==> config.mk <==
export PLATFORM = sky130hd
export DESIGN_NAME = mux_scan
export DESIGN_NICKNAME = d
export VERILOG_FILES = /design/src/rtl/mux_scan.sv
export SDC_FILE = /design/constraint.sdc
export NUM_CORES = 1
export LEC_CHECK = 0
export CAP_MARGIN = 30
export CORE_ASPECT_RATIO = 2
export CORE_MARGIN = 2
export CORE_UTILIZATION = 41
export DETAILED_ROUTE_END_ITERATION = 8
export HOLD_SLACK_MARGIN = 0.1
export PLACE_DENSITY_LB_ADDON = 0.12
export SKIP_LAST_GASP = 1
export SLEW_MARGIN = 10
export SYNTH_ARGS = -nofsm -noshare
export SYNTH_HDL_FRONTEND = slang
export SYNTH_SLANG_ARGS = --single-unit
export TNS_END_PERCENT = 5
==> constraint.sdc <==
create_clock -name clk -period 1.8 [get_ports clk]
set_input_delay 0.45 -clock clk [delete_from_list [all_inputs] [get_ports clk]]
set_output_delay 0.45 -clock clk [all_outputs]
set_load 0.05 [all_outputs]
==> src/rtl/mux_scan.sv <==
// Registered N-channel, W-bit multiplexer with a direct-select mode and an
// automatic channel-scan mode (programmable dwell, wrap pulse once per sweep).
module mux_scan #(
  parameter int N  = 8,
  parameter int W  = 1,
  parameter int DW = 8,
  parameter int SW = $clog2(N)
) (
  input  logic            clk,
  input  logic            rst,
  input  logic            en,
  input  logic            mode,
  input  logic [SW-1:0]   s,
  input  logic [N*W-1:0]  a,
  input  logic [DW-1:0]   dwell,
  output logic [W-1:0]    y,
  output logic [SW-1:0]   ch,
  output logic            y_valid,
  output logic            wrap
);

  typedef enum logic [1:0] {IDLE, DIRECT, SCAN} state_t;

  localparam logic [SW:0]   NumCh  = (SW+1)'(N);
  localparam logic [SW-1:0] LastCh = SW'(N-1);

  state_t        state_q, state_d;
  logic [SW-1:0] ptr_q;
  logic [DW-1:0] cnt_q;
  logic [W-1:0]  y_q;
  logic [SW-1:0] ch_q;
  logic          valid_q;
  logic          wrap_q;
  logic          prevScan;
  logic          sInRange;
  logic [W-1:0]  chan [N];

  for (genvar k = 0; k < N; k++) begin : g_chan
    assign chan[k] = a[k*W +: W];
  end

  // A select code beyond the last channel can only occur when N is not a power of 2.
  assign sInRange = ({1'b0, s} < NumCh);
  assign prevScan = (state_q == SCAN);

  always_comb begin
    state_d = IDLE;
    if (en) begin
      state_d = mode ? SCAN : DIRECT;
    end
  end

  always_ff @(posedge clk) begin
    if (rst) begin
      state_q <= IDLE;
      ptr_q   <= '0;
      cnt_q   <= '0;
      y_q     <= '0;
      ch_q    <= '0;
      valid_q <= 1'b0;
      wrap_q  <= 1'b0;
    end else begin
      state_q <= state_d;
      case (state_d)
        DIRECT: begin
          ptr_q  <= '0;
          cnt_q  <= '0;
          wrap_q <= 1'b0;
          if (sInRange) begin
            y_q     <= chan[s];
            ch_q    <= s;
            valid_q <= 1'b1;
          end else begin
            y_q     <= '0;
            valid_q <= 1'b0;
          end
        end
        SCAN: begin
          y_q     <= chan[ptr_q];
          ch_q    <= ptr_q;
          valid_q <= 1'b1;
          // Gate on prevScan so a leftover direct-mode ch of N-1 cannot fake a wrap.
          wrap_q  <= prevScan && (ch_q == LastCh) && (ptr_q == '0);
          if (cnt_q >= dwell) begin
            cnt_q <= '0;
            ptr_q <= (ptr_q == LastCh) ? '0 : ptr_q + 1'b1;
          end else begin
            cnt_q <= cnt_q + 1'b1;
          end
        end
        default: begin
          y_q     <= '0;
          valid_q <= 1'b0;
          wrap_q  <= 1'b0;
        end
      endcase
    end
  end

  assign y       = y_q;
  assign ch      = ch_q;
  assign y_valid = valid_q;
  assign wrap    = wrap_q;

endmodule

# --- Word-level counts from Yosys, hierarchy flattened ---
# Index checks and enable logic that the tools add are counted.
totals:
  regBits: 19
  input_bits: 23
  elab_cells: 44
classes:
  bitwise_logic: 3
  n_lt_le_gt_ge: 3
  eq_ne: 6
  addsub: 2
  muxes: 16
  n_reduce_logical: 7
op_table:
  columns: ["op", "n"]
  rows:
  - ["case mux 8 bit (2 select lines)", 1]
  - ["case mux 3 bit (2 select lines)", 2]
  - ["adder 8 x 1 -> 8 bit, second input constant", 1]
  - [">= comparator 4 bit, second input constant", 2]
  - [">= comparator 8 bit", 1]
  - ["2-to-1 mux 8 bit", 1]
  - ["NOT 3 -> 4 bit", 2]
  - ["binary-select mux 1 bit (select 3 bit)", 2]
  - ["== test 3 bit, second input constant", 2]
  - ["2-to-1 mux 3 bit", 2]
  - ["2-to-1 mux 1 bit", 5]
  - ["== test 2 bit, second input constant", 2]
  - ["2-to-1 mux 2 bit", 2]
  - ["OR reduction 2 bit", 2]
  - ["adder 3 x 1 -> 3 bit, second input constant", 1]
  - ["logical NOT 3 bit", 1]
  - ["== test 2 x 1 -> 1 bit, second input constant", 1]
  - ["logical AND 1 bit", 2]
  - ["inequality test 2 bit, second input constant", 1]
  - ["case mux 1 bit (2 select lines)", 1]
  - ["AND reduction 2 bit", 1]
  - ["nonzero test 2 bit", 1]
  - ["NOT 1 bit", 1]

# --- Depth between registers and ports, before layout ---
logic_depth:
  ltp_word: 5
  mapped_depth: 8
  depth_no_buf: 7

# --- Worst setup path before layout ---
# OpenSTA, ideal clock, no wires.
synth_timing:
  kind: "in2reg"
  startpoint: "input dwell[7]"
  endpoint: "register cnt_q[3]"
  path_stages: 8
  setup_ns: 0.074
  arrival_ns: 1.628
  setup_slack_ns: 0.097
  required_ns: 1.726
  path_cell_list: "inv_1 ha_1 a21oi_1 and3_4 and2_4 buf_6 nand4_1 a31oi_1"
synth_via:
  elab_chain_cells: 3
synth_lines:
  columns: ["element", "line_no", "source"]
  rows:
  - ["start: declaration", "15", "input logic [DW-1:0] dwell,"]
  - [">= comparator 8 bit", "84", "if (cnt_q >= dwell) begin"]
  - ["2-to-1 mux 8 bit", "84", null]
  - ["case mux 8 bit (2 select lines)", "64", "case (state_d)"]
  - ["end signal: assignment", "88", "cnt_q <= cnt_q + 1'b1;"]
  - ["end: declaration", "29", "logic [DW-1:0] cnt_q;"]
# Every way passes these cells.
# A chain may end at the register's enable or synchronous reset.

# --- Worst setup path in the final report ---
layout_timing:
  startpoint: "input dwell[1]"
  endpoint: "register cnt_q[3]"
# Same word-level chain as after synthesis.

==> metrics.cfg <==
[outcome]
status = complete, no violations

[logic_synthesis]
synth.avg_cell_area_sq_um = 9.40
synth-seq-cells = 19
ys_seq_area_frac = 0.302
syn-num-nets = 169
synth_edf_count = 0
netlist_instances = 134
async_flop_share = 0
yosys_warnings = 0
synth_ff_type = dfxtp_1
ys_types = 33
synth_area_sq_um = 1260

[critical_path]
crit_type = input port to flop
crit_path_max_fanout = 5
critPathRequiredTime_ns = 1.98
cp-start-kind = input port
worstRegToRegCells = 7
r2r-end = cnt_q[3]$_SDFFE_PP0P_
rr_startpoint = cnt_q[2]$_SDFFE_PP0P_
crit_arrival_ns = 1.97
cp-end-kind = flop
setup.reg_to_reg.worst_slack_ns = 0.02

[pwr]
p_per_area_nw_per_um2 = 525
ir_worst_vdd_mv = 0.367
power_mw = 0.921
p_leak_nw = 0.696

[finish]
num-fill-cells = 276
area_growth_pct = 39.3
multi_input_area_sq_um = 915
antenna_cells = 0
drive_above_1_share = 0.276
regArea_sq_um = 383
final_cell_mix = dfxtp_1, buf_4, clkdlybuf4s50_1
fin_nets = 206
final_common_cell = dfxtp_1

[clock_network]
cts_buffers = 3
clock_latency_ns = 0.25
clk_path_buf_depth = 2
cts_max_level = 1
clkSinkCount = 19
clockRootBuffer = clkbuf_8
hold_buffers = 0
path_clk_slew_ns = 0.07
cts_tree = built

[routing]
drtPass1Iterations = 6
drc_errors = 0
wl_per_cell_um = 15.8
wirelength_um = 3150
drtIter0Drc = 19
ant_nets = 0
vias = 1135
vias_per_cell = 5.68

[timing]
tns_ns = 0
drv_slew = 0
clock.fmax_mhz = 560
rsz0062_at_grt = yes
worstMarginPinSlew_ns = 0.290
fin_crit_sh = 0.993
maxSlewHeadroom = 0.806
finalSetupViolCount = 0
fin_worst_skew_ns = 0.00368
hold_viol = 0
fin_crit_ns = 1.79

[placed_design]
dp_hpwl_um = 2330
io_buffers = 28
place.gp.congestion = 0.679

[floorplanning]
die_x_um = 43.2
coreArea_sq_um = 2940
io_pins = 29
die_h_um = 82.4
die_area_sq_um = 3560
start_util = 0.428
row_count = 28

[run]
cap_violations = 0

[min_path]
min_to = cnt_q[0]$_SDFFE_PP0P_
worstHoldStart = cnt_q[0]$_SDFFE_PP0P_
min_path_type = flop to flop
holdPathStages = 2

[global_route]
grt_max_degree = 19
antenna_found_initial = 0
grt_pass1_wl_um = 5330
grt.total_usage = 0.197
gr-total-overflow = 0
grt_pass1_vias = 1169

==> state kept, by name (all words and copies together) (netlist names) <==
register	cells
y_valid	1
y	1
wrap	1
state_q	2
ch	3
ptr_q	3
cnt_q	8
==> per-layer routing <==
metal  routed length, um  global-route usage  part of all wire
met4                  42              0.0727             0.013
met1                1170               0.197              0.37
met3                 101              0.0217             0.032
met5                   0                   0                 0
met2                1840               0.396              0.58
==> how the worst max path moves through the flow <==
stage	start	end	depth (start not counted)
2_1_floorplan	dwell[7]	cnt_q[3]$_SDFFE_PP0P_	8
3_3_place_gp	dwell[1]	cnt_q[6]$_SDFFE_PP0P_	8
3_5_place_dp	dwell[2]	cnt_q[6]$_SDFFE_PP0P_	8
4_1_cts	s[0]	y$_SDFF_PP0_	5
5_1_grt	dwell[1]	cnt_q[3]$_SDFFE_PP0P_	9
6_report	dwell[1]	cnt_q[3]$_SDFFE_PP0P_	9
==> stage by stage <==
stage	std cells	hold WS [ns]	util	area, sq um	worst slack [ns]
floorplan	134	0.475	-	1260	0.0974
global placement	190	0.491	0.524	1540	-0.433
detailed placement	190	0.509	0.524	1540	-0.518
CTS	200	0.519	0.588	1730	-0.00439
global route	200	0.533	0.597	1760	-0.0434
finish	200	0.496	0.597	1760	0.0129
==> timing repair <==
action / 4_1_cts / 5_1_grt
gates cloned: 2 / 0
setup buffers: 4 / 0
resized for setup: 26 / 6
pin swaps: 21 / 4
setup endpoints to repair: 12 / 12
==> cell type report <==
cell class                      instances  area share
Timing Repair Buffer                   37       0.187
Sequential cell                        19       0.218
Clock inverter                          1     0.00285
Clock buffer                            3      0.0235
Multi-Input combinational cell         98       0.521
Inverter                               12      0.0257
Tap cell                               30      0.0214
==> logic make-up after synthesis <==
group / share of synthesized area
compound gates: 0.132
flops: 0.302
fa+ha+maj: 0.119
simple gates: 0.245
mux: 0.106
buf+inv: 0.0814
xor+xnor: 0.0139
==> power breakdown <==
group	total [mW]	switching (mW)	internal, mW
registers	0.437	0.00642	0.431
clock network	0.292	0.138	0.154
logic	0.192	0.0924	0.0995
==> critical path, cell delays in order <==
cell and delay (ns):
dlygate4sd2_1 0.24, inv_2 0.06, ha_4 0.19, nor2b_1 0.12, o211ai_1 0.25, a31o_4 0.27
buf_6 0.12, nand4_1 0.08, a31oi_1 0.18
==> synthesized netlist by cell type (2+ instances only) <==
| library cell | count | share of area |
|---|---|---|
| o2bb2ai_1 | 3 | 0.021 |
| buf_6 | 4 | 0.036 |
| a21oi_1 | 3 | 0.012 |
| nand2_1 | 2 | 0.0060 |
| mux4_2 | 3 | 0.054 |
| nor2_1 | 6 | 0.018 |
| nor3_1 | 4 | 0.016 |
| mux2i_1 | 4 | 0.032 |
| dfxtp_1 | 19 | 0.30 |
| clkbuf_1 | 2 | 0.0060 |
| and3_1 | 4 | 0.020 |
| inv_1 | 12 | 0.036 |
| nand3_1 | 7 | 0.028 |
| o211ai_1 | 2 | 0.012 |
| nand4_1 | 8 | 0.040 |
| nor3b_1 | 3 | 0.018 |
| ha_1 | 12 | 0.12 |
| nand2b_1 | 10 | 0.050 |
| nor2b_1 | 6 | 0.030 |
| a211oi_1 | 5 | 0.030 |
| a31oi_1 | 3 | 0.015 |
Note: power is estimated with default switching activity, not from simulation.
